`src/rtl/branch_target_predictor_pkg.sv`:
```
// Shared definitions for the branch target buffer: default widths, counter
// encodings and PC index/tag extraction helpers (also usable by the IF stage
// for debug views of the table).
package branch_target_predictor_pkg;

  localparam int ADDR_W_DEF = 32;
  localparam int IDX_W_DEF  = 5;
  localparam int CTR_W_DEF  = 2;
  localparam int TAG_W_DEF  = ADDR_W_DEF - IDX_W_DEF - 2;

  // Direction counter encodings for the default counter width.
  localparam logic [CTR_W_DEF-1:0] CTR_WNT = CTR_W_DEF'((1 << (CTR_W_DEF - 1)) - 1);
  localparam logic [CTR_W_DEF-1:0] CTR_WT  = CTR_W_DEF'(1 << (CTR_W_DEF - 1));
  localparam logic [CTR_W_DEF-1:0] CTR_MAX = '1;

  // Table index: word-aligned PC bits just above the byte offset.
  function automatic logic [IDX_W_DEF-1:0] btb_idx(input logic [ADDR_W_DEF-1:0] pc);
    return IDX_W_DEF'(pc >> 2);
  endfunction

  // Tag: every PC bit above the index.
  function automatic logic [TAG_W_DEF-1:0] btb_tag(input logic [ADDR_W_DEF-1:0] pc);
    return TAG_W_DEF'(pc >> (IDX_W_DEF + 2));
  endfunction

endpackage

```
`src/rtl/branch_target_predictor_if.sv`:
```
// Lookup (IF side), training (EX side) and flush signals of the branch
// target buffer. master = pipeline, slave = predictor.
interface branch_target_predictor_if #(
  parameter int ADDR_W = 32
);

  logic              flush;
  logic [ADDR_W-1:0] lk_pc;
  logic              lk_hit;
  logic              lk_taken;
  logic [ADDR_W-1:0] lk_target;
  logic              upd_en;
  logic [ADDR_W-1:0] upd_pc;
  logic              upd_taken;
  logic [ADDR_W-1:0] upd_target;

  modport master (
    output flush, lk_pc, upd_en, upd_pc, upd_taken, upd_target,
    input  lk_hit, lk_taken, lk_target
  );

  modport slave (
    input  flush, lk_pc, upd_en, upd_pc, upd_taken, upd_target,
    output lk_hit, lk_taken, lk_target
  );

endinterface

```
`src/rtl/branch_target_predictor_sat_ctr.sv`:
```
// Combinational next-value unit for an N-bit saturating direction counter:
// increments on taken, decrements on not-taken, never wraps.
module btb_sat_ctr #(
  parameter int CTR_W = 2
) (
  input  logic [CTR_W-1:0] ctr,
  input  logic             taken,
  output logic [CTR_W-1:0] nxt
);

  // Step toward the observed direction, holding at the rails.
  always_comb begin
    nxt = ctr;
    if (taken) begin
      if (ctr != '1) nxt = ctr + 1'b1;
    end else begin
      if (ctr != '0) nxt = ctr - 1'b1;
    end
  end

endmodule

```
`src/rtl/branch_target_predictor.sv`:
```
// Direct-mapped branch target buffer: tagged entries with a saturating
// direction counter. Lookup is combinational off the flop arrays (no bypass
// of a same-cycle update); training and flush take effect on the next edge.
module branch_target_predictor
  import branch_target_predictor_pkg::*;
#(
  parameter int ADDR_W = ADDR_W_DEF,
  parameter int IDX_W  = IDX_W_DEF,
  parameter int CTR_W  = CTR_W_DEF
) (
  input  logic                          clk,
  input  logic                          rst,
  branch_target_predictor_if.slave      bus
);

  localparam int ENTRIES = 2 ** IDX_W;
  localparam int TAG_W   = ADDR_W - IDX_W - 2;
  localparam logic [CTR_W-1:0] RST_CTR   = CTR_W'((1 << (CTR_W - 1)) - 1);
  localparam logic [CTR_W-1:0] ALLOC_CTR = CTR_W'(1 << (CTR_W - 1));

  logic              valid_q  [ENTRIES];
  logic [TAG_W-1:0]  tag_q    [ENTRIES];
  logic [ADDR_W-1:0] target_q [ENTRIES];
  logic [CTR_W-1:0]  ctr_q    [ENTRIES];

  logic [IDX_W-1:0]  lk_idx, upd_idx;
  logic [TAG_W-1:0]  lk_tag, upd_tag;
  logic              upd_hit;
  logic [CTR_W-1:0]  upd_ctr_nxt;
  logic              unused_pc_lsbs;

  assign lk_idx  = bus.lk_pc[IDX_W+1:2];
  assign lk_tag  = bus.lk_pc[ADDR_W-1:IDX_W+2];
  assign upd_idx = bus.upd_pc[IDX_W+1:2];
  assign upd_tag = bus.upd_pc[ADDR_W-1:IDX_W+2];

  // Byte offset bits never participate in prediction.
  assign unused_pc_lsbs = ^{bus.lk_pc[1:0], bus.upd_pc[1:0]};

  // Lookup: read the stored entry, forcing clean zeros on a miss.
  always_comb begin
    bus.lk_hit    = valid_q[lk_idx] && (tag_q[lk_idx] == lk_tag);
    bus.lk_taken  = 1'b0;
    bus.lk_target = '0;
    if (bus.lk_hit) begin
      bus.lk_taken  = ctr_q[lk_idx][CTR_W-1];
      bus.lk_target = target_q[lk_idx];
    end
  end

  assign upd_hit = valid_q[upd_idx] && (tag_q[upd_idx] == upd_tag);

  btb_sat_ctr #(.CTR_W(CTR_W)) u_sat_ctr (
    .ctr   (ctr_q[upd_idx]),
    .taken (bus.upd_taken),
    .nxt   (upd_ctr_nxt)
  );

  // Table state: reset clears everything, flush drops valids, else train.
  always_ff @(posedge clk) begin
    if (rst) begin
      for (int i = 0; i < ENTRIES; i++) begin
        valid_q[i]  <= 1'b0;
        tag_q[i]    <= '0;
        target_q[i] <= '0;
        ctr_q[i]    <= RST_CTR;
      end
    end else if (bus.flush) begin
      for (int i = 0; i < ENTRIES; i++) begin
        valid_q[i] <= 1'b0;
      end
    end else if (bus.upd_en) begin
      if (upd_hit) begin
        ctr_q[upd_idx] <= upd_ctr_nxt;
        if (bus.upd_taken) target_q[upd_idx] <= bus.upd_target;
      end else if (bus.upd_taken) begin
        // Taken miss replaces whatever lived at this index.
        valid_q[upd_idx]  <= 1'b1;
        tag_q[upd_idx]    <= upd_tag;
        target_q[upd_idx] <= bus.upd_target;
        ctr_q[upd_idx]    <= ALLOC_CTR;
      end
    end
  end

endmodule

```
`src/flat_wrapper.sv`:
```
// flat-port wrapper written by rule: the top's interface ports become plain ports
module branch_target_predictor_flat import branch_target_predictor_pkg::*;
#(
  parameter int ADDR_W = ADDR_W_DEF,
  parameter int IDX_W  = IDX_W_DEF,
  parameter int CTR_W  = CTR_W_DEF
)
  (clk, rst, bus_flush, bus_lk_pc, bus_upd_en, bus_upd_pc, bus_upd_taken, bus_upd_target, bus_lk_hit, bus_lk_taken, bus_lk_target);
  branch_target_predictor_if #(.ADDR_W(ADDR_W)) bus_i ();
  input  logic clk;
  input  logic rst;
  input wire logic [$bits(bus_i.flush)-1:0] bus_flush;
  input wire logic [$bits(bus_i.lk_pc)-1:0] bus_lk_pc;
  input wire logic [$bits(bus_i.upd_en)-1:0] bus_upd_en;
  input wire logic [$bits(bus_i.upd_pc)-1:0] bus_upd_pc;
  input wire logic [$bits(bus_i.upd_taken)-1:0] bus_upd_taken;
  input wire logic [$bits(bus_i.upd_target)-1:0] bus_upd_target;
  output wire logic [$bits(bus_i.lk_hit)-1:0] bus_lk_hit;
  output wire logic [$bits(bus_i.lk_taken)-1:0] bus_lk_taken;
  output wire logic [$bits(bus_i.lk_target)-1:0] bus_lk_target;
  assign bus_i.flush = bus_flush;
  assign bus_i.lk_pc = bus_lk_pc;
  assign bus_i.upd_en = bus_upd_en;
  assign bus_i.upd_pc = bus_upd_pc;
  assign bus_i.upd_taken = bus_upd_taken;
  assign bus_i.upd_target = bus_upd_target;
  assign bus_lk_hit = bus_i.lk_hit;
  assign bus_lk_taken = bus_i.lk_taken;
  assign bus_lk_target = bus_i.lk_target;
  branch_target_predictor #(.ADDR_W(ADDR_W), .IDX_W(IDX_W), .CTR_W(CTR_W)) u_core (.clk(clk), .rst(rst), .bus(bus_i));
endmodule
```
`config.mk`:
```
export PLATFORM = sky130hd
export DESIGN_NAME = branch_target_predictor_flat
export DESIGN_NICKNAME = d
export VERILOG_FILES = /design/src/rtl/branch_target_predictor_pkg.sv /design/src/rtl/branch_target_predictor_if.sv /design/src/rtl/branch_target_predictor_sat_ctr.sv /design/src/rtl/branch_target_predictor.sv /design/src/flat_wrapper.sv
export SDC_FILE = /design/constraint.sdc
export NUM_CORES = 2
export LEC_CHECK = 0
export BUFFER_PORTS_ARGS = -buffer_cell sky130_fd_sc_hd__clkbuf_2
export CAP_MARGIN = 20
export CORE_ASPECT_RATIO = 0.8
export CORE_MARGIN = 3
export CORE_UTILIZATION = 45
export DETAILED_ROUTE_END_ITERATION = 7
export PLACE_DENSITY_LB_ADDON = 0.25
export SYNTH_ARGS = -nofsm -noshare
export SYNTH_HDL_FRONTEND = slang
export SYNTH_SLANG_ARGS = --single-unit
```
`constraint.sdc`:
```
create_clock -name clk -period 6.71 [get_ports clk]
set_input_delay 0 -clock clk [delete_from_list [all_inputs] [get_ports clk]]
set_output_delay 0 -clock clk [all_outputs]
set_load 0.005 [all_outputs]
```
==> flow_summary.json <==
{
  "r2r_cells": 12,
  "crit_path_start": "bus_upd_pc[5]",
  "first_global_vias": 60000,
  "die_area_um2": 213000,
  "r2r-start": "u_core.tag_q[31][13]",
  "pin_count": 135,
  "routedWlPerCell_um": 35.4,
  "netlist_top_cells_area": "edfxtp_1 (61%), mux4_2 (15%), and3_1 (7.0%)",
  "dr.pass1.iters": 6,
  "core_um2": 205000,
  "yosysTopAreaCellShare_pct": 60.8,
  "clk_latency_ns": 0.86,
  "antenna_found_initial": 20,
  "clock_skew_ns": 0.0483,
  "fin_area_um2": 104000,
  "synth_area_leader_cell": "edfxtp_1",
  "syn_avg_cell_area_um2": 14.6,
  "maxCapViolations": 0,
  "path_class": "in2reg",
  "post_dp_cell_area_um2": 96700,
  "grt_max_degree": 190,
  "clock_path_buffers": 3,
  "crit_path_end_kind": "flip-flop",
  "drv_slew": 0,
  "ant_nets": 0,
  "critical_path.max_fanout": 30,
  "nNetsFinal": 6374,
  "rows": 148,
  "wirelength_um": 324000,
  "slew_headroom_pct": 17.2,
  "crit_end": "u_core.tag_q[1][12]",
  "place.gp.congestion": 0.883,
  "cts.sink_count": 1920,
  "drc": 0,
  "die_h_um": 413,
  "period_share_pct": 85.7,
  "grt-ovfl-total": 0,
  "cp-start-kind": "input pin",
  "die_width_um": 515,
  "numPortBuffers": 130,
  "drive_above_1_share_pct": 22.3,
  "hold_viol": 0,
  "reg2reg_to": "u_core.tag_q[1][12]",
  "max_freq_ghz": 0.174,
  "r2r_slack_ns": 1.75,
  "drt_iter0_markers": 10100,
  "hpwl_um": 174000,
  "rsz0062_at_grt": "no",
  "syn_area_um2": 93200,
  "cts-root-buf": "clkbuf_16",
  "post_cts_buffers": 0,
  "p_leak_uw": 0.0391,
  "start_util_pct": 45.5,
  "cts_hold_buf": 63,
  "timing.final.crit_period_ns": 5.75,
  "min_path_cells": 2,
  "grt_pass1_wl_um": 455000,
  "grt_usage_pct": 30.1,
  "synth-seq-area-share_pct": 61.5,
  "synthArstFlopShare_pct": 0,
  "path_clk_slew_ns": 0.05,
  "synth_edf_count": 1888,
  "status": "completed",
  "vias_per_cell": 6.74,
  "ys_types": 52,
  "syn-instance-count": 6383,
  "syn-num-nets": 6484,
  "cp.arrival_ns": 6.21,
  "powerDensity_nw_per_um2": 266,
  "yosysWarnings": 0,
  "cts_resized": 0,
  "synth-seq-cells": 1920,
  "hold_path_class": "in2reg",
  "vias": 61700,
  "peakVddDrop_mv": 0.207,
  "syn_to_final_growth_pct": 11.2,
  "cts_tree": "yes",
  "numCtsBuffers": 198,
  "worst_pin_slew_ns": 1.23,
  "htree_levels": 4,
  "finalSetupViolations": 0,
  "synthFlopType": "edfxtp_1",
  "crit_required_ns": 7.18,
  "setup_tns_ns": 0
}
## layer usage
layer | routed length, um | vias up | track usage [%]
met3 | 43700 | 823 | 9.08
met5 | 52 | - | 0
met2 | 144000 | 4467 | 44.7
met4 | 13800 | 8 | 11.4
li1 | - | 24500 | -
met1 | 123000 | 31900 | 41.9
## cells in the final DEF, fill, tap and decap left out, types with 18 or more instances in the layout
cell	Yosys	routed
nand2_1	123	91
nand2_2	25	57
dfxtp_1	32	32
nor4_1	47	47
nand2b_2	0	64
clkbuf_16	0	202
clkbuf_2	1	124
buf_12	0	39
nand3_1	38	38
edfxtp_1	1888	1888
mux4_2	614	614
dlygate4sd3_1	0	63
clkinv_2	0	41
clkinv_1	0	38
o21bai_1	18	18
buf_4	86	212
clkbuf_1	543	54
nor2_1	883	879
xor2_1	20	20
mux2i_1	459	459
and3_1	1040	1039
o22ai_1	204	204
## Yosys cell counts (2+ instances only)
cell,count
a21o_1,14
nand4bb_1,6
o21ai_0,4
nand2_2,25
clkbuf_1,543
edfxtp_1,1888
a22oi_1,7
inv_1,4
nor3b_1,2
xnor2_1,11
buf_4,86
or3_1,6
or4_1,10
or2_2,10
nand4_1,13
nor3_1,17
a211oi_2,2
buf_2,63
mux2i_1,459
xor2_1,20
or4b_1,4
nand2_1,123
o22ai_1,204
dfxtp_1,32
or3b_2,2
nand4b_1,3
and3b_1,2
and2_1,2
nand3_1,38
nand2b_1,79
nor4_1,47
nor2_1,883
a211oi_1,3
mux4_2,614
nand3b_1,2
and3_1,1040
buf_6,9
a21oi_1,15
o21bai_1,18
or2_1,9
buf_1,53
## flip-flops by register name, indices dropped and copies added, names as in the netlist
signal	flops
u_core.ctr_q	64
u_core.valid_q	32
u_core.tag_q	800
u_core.target_q	1024
## worst min path at each step
stage | startpoint | end | slack, ns
floorplan | bus_upd_target[31] | u_core.target_q[0][31] | 0.22
global placement | u_core.valid_q[27] | u_core.valid_q[27] | 0.44
detailed placement | u_core.valid_q[5] | u_core.valid_q[5] | 0.45
CTS | rst | u_core.target_q[6][30] | 0.1
global route | rst | u_core.target_q[6][30] | 0.20
finish | rst | u_core.target_q[6][30] | 0.20
## per-stage QoR
stage                     util [%]  std cells  worst slack (ns)  hold WS, ns  power, uW
after detailed placement      47.3       8710             0.694        0.447      16800
after global routing          50.6       9140              1.18        0.199      28200
after CTS                     50.6       9139              1.51       0.0970      27500
final                         50.6       9147             0.962        0.200      27500
after global placement        47.3       8709             0.748        0.442      16800
after floorplan                  -       6383              2.81        0.223      15800
## worst max-delay path, cell delays in order
cell and delay, ns:
clkbuf_2 0.71, nand4b_1 1.16, buf_4 0.58, buf_4 0.21, o22ai_1 0.13, nor4_1 0.09
and3_1 0.17, nor4_1 1.01, nand4_1 0.37, buf_4 0.29, or4_4 0.57, buf_12 0.22
nand3_1 0.13, nand2b_2 0.07, buf_4 0.37
## where the power goes
part | total, uW | switching (uW) | internal, uW
registers | 14000 | 226 | 13700
clock network | 10800 | 4790 | 6050
logic | 2720 | 1680 | 1040
## layout make-up
cell class,instances,area (um2)
inverters,4,15.0
clock buffers,257,5270
clock inverters,109,988
well taps,2700,3380
diodes,8,20.0
repair buffers,445,3730
flip-flops and latches,1920,57300
fillers,16700,101000
multi-input cells,3704,32900
## logic make-up after synthesis
| kind of cell | count (synthesis) | synth area share [%] |
|---|---|---|
| and+or+nand+nor | 2328 | 13.0 |
| DFF | 1920 | 61.5 |
| muxes | 1073 | 19.8 |
| buffers and inverters | 759 | 3.56 |
| AOI/OAI and AO/OA | 272 | 1.89 |
| xor gates and xnor gates | 31 | 0.291 |
No activity file was read; power rests on OpenSTA's default activity.
